--- config.mk ---
export PLATFORM = sky130hd
export DESIGN_NAME = penalty_round_ctl
export DESIGN_NICKNAME = d
export VERILOG_FILES = /design/src/rtl/penalty_round_ctl.sv
export SDC_FILE = /design/constraint.sdc
export NUM_CORES = 1
export LEC_CHECK = 0
export ABC_CLOCK_PERIOD_IN_PS = 6790
export CORE_ASPECT_RATIO = 1.4
export CORE_MARGIN = 5
export CORE_UTILIZATION = 45
export DETAILED_ROUTE_END_ITERATION = 6
export GPL_ROUTABILITY_DRIVEN = 0
export PLACE_DENSITY = 0.64
export SLEW_MARGIN = 25
export SYNTH_ARGS = -nofsm -noshare
export SYNTH_HDL_FRONTEND = slang
export SYNTH_SLANG_ARGS = --single-unit
--- constraint.sdc ---
create_clock -name clk -period 6.79 [get_ports clk]
set_input_delay 1.358 -clock clk [delete_from_list [all_inputs] [get_ports clk]]
set_output_delay 1.358 -clock clk [all_outputs]
set_load 0.1 [all_outputs]
--- src/rtl/penalty_round_ctl.sv ---
// penalty_round_ctl: sequences one penalty shootout (aim, shot, result, over),
// alternating shooter/keeper, timing each shot and tallying goals per side.
// Optional build macro SUDDEN_DEATH_EN: a tie after regulation continues with
// extra full rounds instead of ending as a draw.
module penalty_round_ctl #(
  parameter int unsigned ROUNDS       = 5,
  parameter int unsigned SHOT_TIMEOUT = 65_000_000,
  parameter int unsigned RESULT_HOLD  = 130_000_000
) (
  input  logic       clk,
  input  logic       rst,
  input  logic       left_clicked,
  input  logic       shot_done,
  input  logic       shot_goal,
  output logic [2:0] phase,
  output logic       player_shoots,
  output logic [3:0] round,
  output logic [3:0] score_player,
  output logic [3:0] score_opp,
  output logic       shot_fire,
  output logic       last_goal,
  output logic       timed_out,
  output logic [1:0] winner
);

  localparam int unsigned TMAX = (SHOT_TIMEOUT > RESULT_HOLD) ? SHOT_TIMEOUT : RESULT_HOLD;
  localparam int unsigned TW   = (TMAX > 1) ? $clog2(TMAX) : 1;
  localparam logic [TW-1:0] SHOT_LAST = TW'(SHOT_TIMEOUT - 1);
  localparam logic [TW-1:0] HOLD_LAST = TW'(RESULT_HOLD - 1);
  localparam logic [5:0]    ROUNDS_W  = 6'(ROUNDS);

  typedef enum logic [2:0] {
    S_IDLE   = 3'd0,
    S_AIM    = 3'd1,
    S_SHOT   = 3'd2,
    S_RESULT = 3'd3,
    S_OVER   = 3'd4
  } state_t;

  state_t        state_q, state_n;
  logic [TW-1:0] timer_q, timer_n;
  logic          lc_q, click_q;
  logic [3:0]    round_q, round_n;
  logic [3:0]    sp_q, sp_n, so_q, so_n;
  logic          ps_q, ps_n;
  logic          fire_n;
  logic          lg_q, lg_n, to_q, to_n;
  logic [1:0]    win_q, win_n;

  // Decision helpers evaluated at the end of the result hold
  logic [5:0] rnd6, sp6, so6, rem_p, rem_o;
  logic       in_reg, early, reg_done, tied, go_over;
  logic [1:0] lead;

  // Regulation shots still owed per side, early decision and end-of-match test
  always_comb begin
    rnd6   = {2'b00, round_q};
    sp6    = {2'b00, sp_q};
    so6    = {2'b00, so_q};
    in_reg = (rnd6 <= ROUNDS_W);
    rem_p  = in_reg ? (ROUNDS_W - rnd6) : '0;
    // After the player's shot the opponent still owes this round's shot
    rem_o  = (in_reg && ps_q) ? (rem_p + 6'd1) : rem_p;
    early  = in_reg && ((sp6 > so6 + rem_o) || (so6 > sp6 + rem_p));
    reg_done = !ps_q && (rnd6 >= ROUNDS_W);
    tied   = (sp_q == so_q);
    if (sp_q > so_q)      lead = 2'b01;
    else if (so_q > sp_q) lead = 2'b10;
    else                  lead = 2'b11;
`ifdef SUDDEN_DEATH_EN
    go_over = early || (reg_done && (!tied || round_q == 4'hF));
`else
    go_over = early || reg_done;
`endif
  end

  // Next-state and next-output logic for the shootout sequencer
  always_comb begin
    state_n = state_q;
    timer_n = timer_q + TW'(1);
    round_n = round_q;
    sp_n    = sp_q;
    so_n    = so_q;
    ps_n    = ps_q;
    fire_n  = 1'b0;
    lg_n    = lg_q;
    to_n    = to_q;
    win_n   = win_q;
    unique case (state_q)
      S_IDLE: begin
        timer_n = '0;
        if (click_q) begin
          state_n = S_AIM;
          round_n = 4'd1;
          ps_n    = 1'b1;
          sp_n    = '0;
          so_n    = '0;
          win_n   = '0;
          lg_n    = 1'b0;
          to_n    = 1'b0;
        end
      end
      S_AIM: begin
        if (timer_q == SHOT_LAST) begin
          state_n = S_RESULT;
          lg_n    = 1'b0;
          to_n    = 1'b1;
        end else if (click_q) begin
          state_n = S_SHOT;
          fire_n  = 1'b1;
        end
      end
      S_SHOT: begin
        if (shot_done) begin
          state_n = S_RESULT;
          lg_n    = shot_goal;
          to_n    = 1'b0;
          if (shot_goal) begin
            if (ps_q) sp_n = (sp_q == 4'hF) ? sp_q : sp_q + 4'd1;
            else      so_n = (so_q == 4'hF) ? so_q : so_q + 4'd1;
          end
        end else if (timer_q == SHOT_LAST) begin
          state_n = S_RESULT;
          lg_n    = 1'b0;
          to_n    = 1'b1;
        end
      end
      S_RESULT: begin
        if (timer_q == HOLD_LAST) begin
          to_n = 1'b0;
          if (go_over) begin
            state_n = S_OVER;
            win_n   = lead;
          end else if (ps_q) begin
            state_n = S_AIM;
            ps_n    = 1'b0;
          end else begin
            state_n = S_AIM;
            ps_n    = 1'b1;
            round_n = (round_q == 4'hF) ? round_q : round_q + 4'd1;
          end
        end
      end
      S_OVER: begin
        timer_n = '0;
        if (click_q) begin
          state_n = S_IDLE;
          round_n = '0;
          sp_n    = '0;
          so_n    = '0;
          ps_n    = 1'b0;
          lg_n    = 1'b0;
          to_n    = 1'b0;
          win_n   = '0;
        end
      end
      default: begin
        state_n = S_IDLE;
        timer_n = '0;
      end
    endcase
    // One shared timer: the shot timeout spans aim and flight, so AIM->SHOT
    // keeps counting; every other phase change restarts it
    if (state_n != state_q && !(state_q == S_AIM && state_n == S_SHOT))
      timer_n = '0;
  end

  // State, timer, click edge detector and output registers
  always_ff @(posedge clk) begin
    if (!rst) begin
      state_q <= S_IDLE;
      timer_q <= '0;
      lc_q    <= 1'b0;
      click_q <= 1'b0;
      round_q <= '0;
      sp_q    <= '0;
      so_q    <= '0;
      ps_q    <= 1'b0;
      shot_fire <= 1'b0;
      lg_q    <= 1'b0;
      to_q    <= 1'b0;
      win_q   <= '0;
    end else begin
      state_q <= state_n;
      timer_q <= timer_n;
      lc_q    <= left_clicked;
      click_q <= left_clicked & ~lc_q;
      round_q <= round_n;
      sp_q    <= sp_n;
      so_q    <= so_n;
      ps_q    <= ps_n;
      shot_fire <= fire_n;
      lg_q    <= lg_n;
      to_q    <= to_n;
      win_q   <= win_n;
    end
  end

  assign phase         = state_q;
  assign player_shoots = ps_q;
  assign round         = round_q;
  assign score_player  = sp_q;
  assign score_opp     = so_q;
  assign last_goal     = lg_q;
  assign timed_out     = to_q;
  assign winner        = win_q;

endmodule

-- Word level (Yosys, flattened, before mapping)
Cells that the tools add are included.
Widths: inputs -> output; s select.
- register bits: 50
- input bits: 5
- output and inout port bits: 21
- word-level logic and storage cells: 130
- add/subtract/negate cells: 8
- $lt $le $gt $ge: 6
- equal/unequal tests: 25
- muxes and demuxes: 48
- bitwise operators: 5
- reduce and logical (&&, ||, !) cells: 26
- operators with widths (kind ; count):
    $mux 4 ; 14
    $add 27x1->27 const B ; 1
    $eq 27x26->1 const B ; 1
    $eq 27x27->1 const B ; 1
    $ne 2x2->1 const B ; 13
    $mux 3 ; 8
    $pmux 4 s2 ; 2
    $pmux 3 s5 ; 1
    $add 4x1->4 const B ; 3
    $add 4x6->6 ; 2
    $eq 4x4->1 const B ; 3
    $gt 4x6->1 ; 2
    $mux 1 ; 12
    $mux 6 ; 2
    $pmux 4 s3 ; 1
    $reduce_and 6->1 ; 2
    $eq 3x2->1 const B ; 3
    $reduce_or 3->1 ; 3
    $gt 4x4->1 ; 2
    $mux 2 ; 4
    $reduce_and 7->1 ; 1
    $add 6x1->6 const B ; 1
    $pmux 1 s3 ; 2
    $reduce_bool 3->1 ; 2
    22 further kinds ; 32

-- Longest topological paths before layout
Gate-level depths: netlist of the first run.
- depth after elaboration: 17
- mapped depth: 19
- mapped depth without buffers: 19

-- Worst setup path after synthesis of the first run
Ideal clock, no wire load.
- path kind: reg-to-reg
- start point: reg round_q[1], in the netlist round[1]
- end point: reg win_q[0], in the netlist winner[0]
- setup time: 127 ps
- arrival: 4244 ps
- data required time: 6663 ps
- setup slack: 2419 ps
- cell stages (with the launch flop): 17
- buffers on the path: 1
- clock period less this slack: 4371 ps
- cells stage by stage: dfxtp_1 > buf_2 > inv_1 > ha_1 > nand3b_1 > nand2_1 > and2_1 > ha_1 > a311o_1 > nand2_1 > ha_1 > nand2_1 > nor2_1 > or4_1 > o221ai_1 > o211a_1 > o22ai_1
- cells in the longest elaborated chain, start to end: 11
- elaborated cells between the ends (all ways): 17
- classes of those cells: 4 x add/sub; 4 x order compare; 1 x eq/ne; 2 x mux; 6 x reduce/logical
- RTL lines (item ; line ; RTL):
    start: declaration ; 43 ; logic [3:0] round_q, round_n;
    start signal: assignment ; 188 ; round_q <= round_n;
    $sub 3x4->5 / $le 4x3->1 (equally long branches) ; 61, 60 ;
    $mux 6 ; 61 ; rem_p = in_reg ? (ROUNDS_W - rnd6) : '0;
    $add 6x1->6 ; 63 ; rem_o = (in_reg && ps_q) ? (rem_p + 6'd1) : rem_p;
    $mux 6 ; 63 ;
    $add 4x6->6 ; 64 ; early = in_reg && ((sp6 > so6 + rem_o) || (so6 > sp6 + rem_p));
    $gt 4x6->1 ; 64 ;
    $logic_or 1x1->1 ; 64 ;
    $logic_and 1x1->1 ; 64 ;
    $logic_or 1x1->1 (*) ; 73 ; go_over = early || reg_done;
    $ne 2x2->1 (no source line) (*) ; -- ;
    $reduce_and 4->1 (no source line) (*) ; -- ;
    end signal: assignment ; 195 ; win_q <= win_n;
    end: declaration ; 48 ; logic [1:0] win_q, win_n;
Every way passes the cells marked *; elsewhere a longest branch is shown, timed or not.
A chain may end at the register's enable or synchronous reset.

-- Worst setup path in the final report of the first run
Ends and elaborated chain as after synthesis.

==> results of run 1 <==
## path summary, 6_finish.rpt
kind | start | end | slack, ns
worst max-delay path | round[1]$_SDFFE_PN0P_ | winner[0]$_SDFFE_PN0P_ | 2.55
worst min-delay path | lc_q$_SDFF_PN0_ | click_q$_SDFF_PN0_ | 0.39
worst max register to register | round[1]$_SDFFE_PN0P_ | winner[0]$_SDFFE_PN0P_ | 2.55
worst min register to register | lc_q$_SDFF_PN0_ | click_q$_SDFF_PN0_ | 0.39
## metal layers
metal	track usage (%)	vias up
met5	0	-
met2	32.7	52
met3	2.51	24
met1	18.8	1452
li1	-	1549
met4	8.98	0
## power by group
group,total [mW],internal (mW),switching [mW]
Clock,0.214,0.118,0.0964
Sequential,0.309,0.297,0.0114
Combinational,0.105,0.0325,0.0720
Total,0.628,0.448,0.180
## critical path: stages (launching register included)
cell      delay, ns
dfxtp_1        0.65
ha_1           0.23
inv_1          0.04
ha_1           0.25
inv_1          0.12
nand2_1        0.21
and2_1         0.27
ha_1           0.35
a311o_1        0.33
nand2_1        0.09
ha_1           0.23
nand2_1        0.08
nor2_1         0.05
or4_1          0.57
o221ai_1       0.30
o211a_1        0.25
o22ai_1        0.10
## per-stage QoR
| step | std cells | setup slack [ns] | util (%) |
|---|---|---|---|
| floorplan | 421 | 2.42 | - |
| detailed placement | 533 | 2.57 | 49.7 |
| CTS | 540 | 2.57 | 51.2 |
| global route | 540 | 2.24 | 51.2 |
| global placement | 533 | 2.62 | 49.7 |
| finish | 540 | 2.55 | 51.2 |
## flip-flops by register name, indices dropped and copies added, names as in the netlist
name,flops
timer_q,27
round,4
score_opp,4
score_player,4
phase,3
winner,2
click_q,1
last_goal,1
lc_q,1
player_shoots,1
shot_fire,1
timed_out,1
## synthesized netlist by cell type (6+ instances only)
cell,n
nor3_1,11
nor2_1,40
xor2_1,11
o21ai_0,11
nand3_1,17
clkbuf_1,6
dfxtp_1,50
nor3_2,20
ha_1,27
xnor2_1,29
nand2_1,45
nor4_1,6
inv_1,18
and2_1,7
nand4_1,10
a21oi_1,18
## kinds of logic (layout without fill, tap and decap cells)
group,Yosys count,count (layout),synth area share (%)
and+or+nand+nor,193,193,30.9
buffers and inverters,33,52,4.80
AOI/OAI and AO/OA,73,73,15.0
DFF,50,50,28.2
muxes,4,4,1.13
adders and majority gates,28,28,10.1
xor gates and xnor gates,40,40,9.89
## cell type report
cell class | instances | area [um2]
timing repair buffer | 26 | 258
clock buffer | 6 | 82.6
tap | 100 | 125
sequential | 50 | 1000
inverter | 19 | 71.3
clock inverter | 1 | 30.0
fill | 769 | 3760
multi-input combinational | 338 | 2370
==> impl_metrics.csv, run 1 <==
group,metric,value,unit
global_route,grt_max_degree,28,
detailed_routing,ant_nets,0,
global_route,grt_antenna_before_repair,0,
cts,cts_buffers,5,
global_route,track_usage,17.5,%
run,cap_violations,0,
detailed_routing,drc,0,
die,die_y,115,um
timing,holdWs,0.386,ns
layout,syn2layout_area_growth,11.2,%
die,core,7700,um2
die,die_w,85.0,um
worst_setup_path,end_kind,"flip-flop",
synthesis,synth_seq_cells,50,
synthesis,ys_seq_area_share,28.2,%
timing,rsz0062_at_grt,"false",
die,ioPinCount,26,
layout,final_layout_size_suffix_gt1_share,9.32,%
detailed_routing,vias,3077,
pwr,finalPower,0.628,mW
cts,post_cts_buffers,0,
worst_setup_path,start_kind,"flip-flop",
worst_setup_path,worstPathRequired,6.97,ns
placement,placed_area,3830,um2
detailed_routing,drt-pass1-iter-count,4,
synthesis,netlist_area,3540,um2
global_route,grt_overflow,0,
layout,fin_area,3940,um2
die,die_area,9770,um2
synthesis,synthArstFlopShare,0,%
synthesis,syn-num-nets,454,
timing,setup_violations,0,
die,rows,38,
detailed_routing,met3_length,200,um
cts,clockBufferDepth,2,
layout,fin_nets,473,
layout,layout_common_cells,"dfxtp_1, nand2_1, nor2_1, xnor2_1, ha_1",
placement,io_buffers,25,
timing,hold_violations,0,
placement,place_hpwl,6430,um
detailed_routing,wl_per_cell,15.3,um
detailed_routing,wl,8280,um
synthesis,synth_cell_types,67,
global_route,grt_pass1_vias,2914,
detailed_routing,routed_via_density,5.70,
detailed_routing,route.layer.met1.wl,3320,um
cts,htreeDepth,2,
timing,clock.fmax,236,MHz
detailed_routing,wl_met2,4450,um
timing,drv_slew,0,
cts,cts_hold_buf,0,
worst_setup_path,cp_max_fo,16,
cts,clk-insertion-delay-late,0.30,ns
worst_hold_path,hp-class,"reg2reg",
timing,fin_tns_setup,0,ns
worst_setup_path,reg2reg_depth,16,
detailed_routing,top_layer,"met4",
pwr,leakagePower,1.37,nW
timing,worst_pin_slew,0.974,ns
timing,relSlewSlack,34.9,%
pwr,vdd_drop_max,0.122,mV
cts,ctsResizeCount,0,
synthesis,synth_flop_cell,"dfxtp_1",
worst_setup_path,critPathArrivalTime,4.42,ns
synthesis,synth_top_area_share,28.2,%
synthesis,synth_top_area_cell,"dfxtp_1",
detailed_routing,dr.first_iter.drc_count,94,
synthesis,synth_warnings,0,
synthesis,syn_inst,421,
die,start_util,46.0,%
worst_hold_path,holdPathStages,1,
cts,root_buffer,"clkbuf_8",
cts,clkSinkCount,50,
cts,cts.reportedPaths.clkPinSlew,0.09,ns
timing,finalCritPeriodShare,62.4,%
layout,num_antenna_cells,0,
timing,fin_skew,0.00850,ns
synthesis,synthTopCellsByArea,"dfxtp_1, ha_1, xnor2_1",
pwr,power_density,159,nW/um2
layout,final_common_cell,"dfxtp_1",
synthesis,synth-edff-count,0,
timing,finalCriticalPeriod,4.24,ns
synthesis,avgSynthCellArea,8.42,um2
global_route,grt_pass1_wl,13900,um
cts,tritoncts,"built",
outcome,status,"finished, final reports clean",
worst_setup_path,critical_path_class,"reg2reg",
Power figures use the tool's default switching activity.
==> run 2: changes to the inputs <==
Settings changed: ABC_CLOCK_PERIOD_IN_PS 6790 to 3500, PLACE_DENSITY 0.64 to 0.66.
Clock period 6.79 ns to 3.5 ns, I/O delays scaled along.
==> run 2 against run 1 <==
Effect of this change: routed wire length grew 5.3%; hold slack is essentially flat; highest routed layer unchanged; critical endpoint is now round[3]$_SDFFE_PN0P_; die area is the same; largest power group unchanged.
==> impl_metrics.csv, run 2 (synthesis results as in run 1) <==
group,metric,value,unit
cts,clockBufferDepth,2,
timing,relSlewSlack,35.2,%
pwr,leakagePower,1.53,nW
die,ioPinCount,26,
layout,stdcell_count,562,
die,die_area,9770,um2
cts,clkSinkCount,50,
detailed_routing,ant_nets,0,
layout,top_register,"timer_q",
worst_setup_path,cp_max_fo,6,
global_route,grt_pass1_wl,14000,um
detailed_routing,drt-pass1-iter-count,4,
placement,io_buffers,25,
global_route,grt_antenna_before_repair,0,
cts,htreeDepth,2,
worst_setup_path,worstPathRequired,3.73,ns
pwr,power_density,280,nW/um2
global_route,grt_overflow,0,
pwr,vdd_drop_max,0.161,mV
die,die_w,85.0,um
timing,worst_pin_slew,0.969,ns
detailed_routing,wl,8720,um
worst_setup_path,cp_slowest_cell,"or4_4",
detailed_routing,drc,0,
worst_setup_path,reg2reg_slack,0.02,ns
layout,fillers,743,
layout,final_common_cell,"dfxtp_1",
timing,drv_slew,0,
worst_hold_path,hp-class,"reg2reg",
cts,cts_hold_buf,0,
global_route,grt_pass1_vias,2983,
worst_setup_path,critical_path_class,"reg2reg",
cts,cts_buffers,5,
layout,syn2layout_area_growth,20.0,%
timing,clock.fmax,288,MHz
layout,layout_common_cells,"dfxtp_1, nand2_1, nor2_1, buf_4, xnor2_1",
cts,cts.reportedPaths.clkPinSlew,0.09,ns
worst_setup_path,end_kind,"flip-flop",
timing,setup_violations,0,
cts,root_buffer,"clkbuf_8",
layout,register_area,1020,um2
worst_setup_path,crit_buf_inv,1,
die,rows,38,
timing,rsz0062_at_grt,"true",
layout,num_antenna_cells,0,
die,start_util,46.0,%
worst_setup_path,max_stage_delay,0.56,ns
layout,final_layout_size_suffix_gt1_share,24.2,%
placement,dp_slack,0.0439,ns
placement,place_hpwl,6490,um
detailed_routing,dr.first_iter.drc_count,126,
timing,fin_skew,0.0110,ns
worst_setup_path,timing.rr.end,"round[3]$_SDFFE_PN0P_",
detailed_routing,vias,3189,
worst_setup_path,timing.rr.start,"round[1]$_SDFFE_PN0P_",
layout,fin_nets,494,
cts,clk-insertion-delay-late,0.31,ns
global_route,track_usage,17.4,%
timing,finalCriticalPeriod,3.48,ns
layout,fin_area,4250,um2
worst_setup_path,reg2reg_depth,16,
global_route,grt_max_degree,26,
placement,placed_area,3950,um2
worst_hold_path,holdPathStages,1,
timing,hold_violations,0,
outcome,status,"finished, final reports clean",
worst_setup_path,critPathArrivalTime,3.71,ns
worst_setup_path,crit_family,"simple AND/OR/NAND/NOR gates",
timing,fin_tns_setup,0,ns
die,die_y,115,um
worst_hold_path,hold_path.startpoint,"lc_q$_SDFF_PN0_",
worst_setup_path,path_cells,"inv_4 -> ha_4 -> nand3b_1 -> nand2_4 -> nand2_4 -> xnor2_2 -> ha_2 -> o311ai_2 -> nand2_1 -> ha_1 -> nand2_1 -> o21a_1 -> or4_4 -> o2111a_2 -> o2111ai_2 -> mux2i_1",
timing,fin_ws,0.0220,ns
worst_setup_path,start_kind,"flip-flop",
run,cap_violations,0,
layout,largest_reg_flops,27,
detailed_routing,wl_per_cell,15.5,um
worst_hold_path,whs_endpoint,"click_q$_SDFF_PN0_",
placement,placed_cells,543,
layout,finish.utilization,55.2,%
die,core,7700,um2
cts,tritoncts,"built",
layout,multi_input_area,2540,um2
detailed_routing,routed_via_density,5.67,
timing,finalCritPeriodShare,99.4,%
-- run 2: changes by cell type in the layout (fill, tap and decap cells not counted), moves of 3 or more --
cell / previous run / this run
o21ai_0: 11 / 8
ha_1: 27 / 22
clkdlybuf4s50_1: 25 / 10
nand2_1: 45 / 41
ha_4: 0 / 4
dfxtp_1: 50 / 45
inv_1: 18 / 14
buf_4: 1 / 36
dfxtp_4: 0 / 4
-- run 2: through the flow --
step / hold WS (ns) / total power [mW]
finish: 0.386 / 1.19
global route: 0.397 / 1.25
detailed placement: 0.372 / 0.818
floorplan: 0.367 / 0.785
CTS: 0.387 / 1.20
global placement: 0.374 / 0.816
-- run 2: cell type report --
type                       instances  area share [%]
clock buffer                       7            2.30
clock inverter                     1           0.177
inverter                          19            1.80
multi-input combinational        338            59.9
sequential                        50            23.9
tap                              100            2.94
timing repair buffer              47            8.98
-- run 2: per-layer routing --
metal	track usage [%]	up-vias	wire length [um]
met5	0	-	0
li1	-	1591	-
met2	33.6	42	4770
met1	18.9	1538	3480
met3	2.44	18	226
met4	6.76	0	238
-- run 2: how the worst max path moves through the flow --
stage                     startpoint                     to  slack, ns  depth (start not counted)
3_5_place_dp   round[2]$_SDFFE_PN0P_    phase[0]$_SDFF_PN0_       0.04                         19
4_1_cts        round[2]$_SDFFE_PN0P_  round[0]$_SDFFE_PN0P_       0.03                         19
6_report       round[1]$_SDFFE_PN0P_  round[3]$_SDFFE_PN0P_       0.02                         16
3_3_place_gp   round[2]$_SDFFE_PN0P_    phase[0]$_SDFF_PN0_       0.10                         16
5_1_grt        round[1]$_SDFFE_PN0P_  round[3]$_SDFFE_PN0P_      -0.15                         16
2_1_floorplan  round[1]$_SDFFE_PN0P_    phase[0]$_SDFF_PN0_     -0.009                         16
-- run 2: repair_timing --
item,in CTS,in global routing
hold endpoints to repair,0,0
setup buffers,0,11
resized for setup,0,28
endpoints found under the setup margin,0,9
-- run 2: report_power, final --
| part | switching [mW] | internal, mW |
|---|---|---|
| logic | 0.147 | 0.0711 |
| registers | 0.0207 | 0.575 |
| clock network | 0.194 | 0.185 |
==> run 3: changes to the inputs <==
Settings changed: CTS_BUF_LIST set to sky130_fd_sc_hd__clkbuf_8.
==> run 3 against run 2 <==
Effect of this change: sequential share of layout area about the same; routed wire length down 0.10%; global-route usage unchanged; first-iteration DRC count up 33%; hold slack about the same; clock power up 6.3%; via count up 0.19%; count of clock-buffer cells in the layout down 2; clock skew about the same; non-clock buffer count unchanged; sequential power about the same; fmax about the same; critical endpoint unchanged; largest cell class unchanged.
==> impl_metrics.csv, run 3 (synthesis results as in run 1) <==
group,metric,value,unit
outcome,status,"finished, final reports clean",
pwr,clkPwrFrac,33.1,%
pwr,p_sw_share,29.6,%
timing,relSlewSlack,35.2,%
timing,fin_tns_setup,0,ns
cts,clkSinkCount,50,
worst_hold_path,holdPathStages,1,
die,start_util,46.0,%
pwr,comb_power_share,17.9,%
pwr,seqPwrFrac,49.0,%
global_route,grt_pass1_wl,14000,um
worst_setup_path,reg2reg_depth,16,
worst_hold_path,whs_endpoint,"click_q$_SDFF_PN0_",
global_route,grt-busiest-layer,"met2",
placement,place_hpwl,6490,um
cts,htreeDepth,2,
global_route,track_usage,17.4,%
cts,clockBufferDepth,2,
timing,fin_skew,0.0106,ns
detailed_routing,vias,3195,
die,core,7700,um2
pwr,finalPower,1.22,mW
detailed_routing,drt-pass1-iter-count,4,
timing,finalCritPeriodShare,99.4,%
worst_setup_path,startpoint,"round[1]$_SDFFE_PN0P_",
detailed_routing,wl,8710,um
run,cap_violations,0,
detailed_routing,routed_via_density,5.69,
timing,worst_pin_slew,0.969,ns
die,rows,38,
layout,top_register,"timer_q",
cts,clk-insertion-delay-late,0.30,ns
detailed_routing,drc,0,
timing,rsz0062_at_grt,"true",
pwr,vdd_drop_max,0.164,mV
worst_setup_path,end_kind,"flip-flop",
worst_hold_path,hp-class,"reg2reg",
die,die_y,115,um
global_route,grt_antenna_before_repair,0,
global_route,grtUsageMet3,2.44,%
pwr,power_density,286,nW/um2
cts,root_buffer,"clkbuf_8",
global_route,gr-usage-met2,33.6,%
layout,fillers,742,
timing,finalCriticalPeriod,3.48,ns
die,ioPinCount,26,
layout,final_common_cell,"dfxtp_1",
pwr,leakagePower,1.53,nW
detailed_routing,dr.first_iter.drc_count,168,
cts,tritoncts,"built",
timing,setup_violations,0,
worst_setup_path,reg2reg_slack,0.02,ns
worst_setup_path,cp_max_fo,6,
die,die_w,85.0,um
worst_setup_path,timing.rr.end,"round[3]$_SDFFE_PN0P_",
pwr,p_int,0.857,mW
timing,clock.fmax,288,MHz
timing,drv_slew,0,
detailed_routing,ant_nets,0,
die,die_area,9770,um2
placement,io_buffers,25,
layout,syn2layout_area_growth,20.1,%
worst_setup_path,critPathArrivalTime,3.70,ns
worst_setup_path,start_kind,"flip-flop",
worst_hold_path,hold_path.startpoint,"lc_q$_SDFF_PN0_",
timing,hold_violations,0,
layout,fin_nets,494,
worst_setup_path,timing.rr.start,"round[1]$_SDFFE_PN0P_",
worst_setup_path,critical_path_class,"reg2reg",
global_route,use_met1,18.9,%
layout,final_layout_size_suffix_gt1_share,24.2,%
layout,num_antenna_cells,0,
global_route,grt_overflow,0,
global_route,grt_max_degree,26,
pwr,p_sw,0.360,mW
layout,layout_common_cells,"dfxtp_1, nand2_1, nor2_1, buf_4, xnor2_1",
cts,cts.reportedPaths.clkPinSlew,0.09,ns
layout,largest_reg_flops,27,
cts,cts_hold_buf,0,
cts,cts_buffers,5,
global_route,grt_pass1_vias,2983,
worst_setup_path,worstPathRequired,3.72,ns
detailed_routing,wl_per_cell,15.5,um
-- run 3: changes by cell type in the layout (fill, tap and decap cells not counted) --
cell | before | now
clkbuf_1 | 1 | 0
bufinv_16 | 0 | 1
inv_1 | 14 | 15
clkbuf_16 | 1 | 0
-- run 3: cell type report --
cell class                      count  area, um2  share of cell area, %
Timing Repair Buffer               47        382                   8.97
Sequential cell                    50       1020                   23.9
Multi-Input combinational cell    338       2540                   59.8
Clock buffer                        5       68.8                   1.62
Tap cell                          100        125                   2.94
Clock inverter                      3       41.3                  0.970
Inverter                           19       76.3                   1.79
-- run 3: power by group through the flow --
stage          logic [mW]  clock network [mW]  registers (mW)
2_1_floorplan       0.144                   0           0.642
3_3_place_gp        0.208                   0           0.608
3_5_place_dp        0.211                   0           0.608
4_1_cts             0.211               0.417           0.594
5_1_grt             0.238               0.438           0.598
6_report            0.218               0.403           0.596
-- run 3: worst max-delay path by stage --
| stage | slack, ns | depth (start not counted) | end |
|---|---|---|---|
| global placement | 0.10 | 16 | phase[0]$_SDFF_PN0_ |
| detailed placement | 0.04 | 19 | phase[0]$_SDFF_PN0_ |
| CTS | 0.03 | 19 | round[0]$_SDFFE_PN0P_ |
| global route | -0.15 | 16 | round[3]$_SDFFE_PN0P_ |
| finish | 0.02 | 16 | round[3]$_SDFFE_PN0P_ |
| floorplan | -0.009 | 16 | phase[0]$_SDFF_PN0_ |
-- run 3: repair_timing --
action                                  CTS  global route
resized for setup                         0            28
endpoints found under the setup margin    0             9
buffers inserted                          0            11
endpoints found under the hold margin     0             0
-- run 3: layer usage --
metal | vias up | part of all wire, %
met5 | - | 0
met1 | 1531 | 40
met3 | 20 | 2.8
met4 | 0 | 2.9
met2 | 54 | 55
li1 | 1590 | -
-- run 3: worst max-delay path, stage by stage (launching register included) --
cell	delay (ns)
dfxtp_4	0.38
inv_4	0.07
ha_4	0.12
nand3b_1	0.18
nand2_4	0.17
nand2_4	0.06
xnor2_2	0.13
ha_2	0.22
o311ai_2	0.25
nand2_1	0.11
ha_1	0.28
nand2_1	0.07
o21a_1	0.17
or4_4	0.56
o2111a_2	0.22
o2111ai_2	0.21
mux2i_1	0.20
-- run 3: per-stage QoR --
stage	worst slack [ns]	cell area, um2	cells	hold slack [ns]	util (%)
after floorplan	-0.00866	3640	421	0.367	-
after global placement	0.103	3950	543	0.374	51.3
after detailed placement	0.0439	3950	543	0.372	51.3
after CTS	0.0344	4060	551	0.387	52.8
after global routing	-0.147	4260	562	0.397	55.2
final	0.0219	4260	562	0.386	55.2
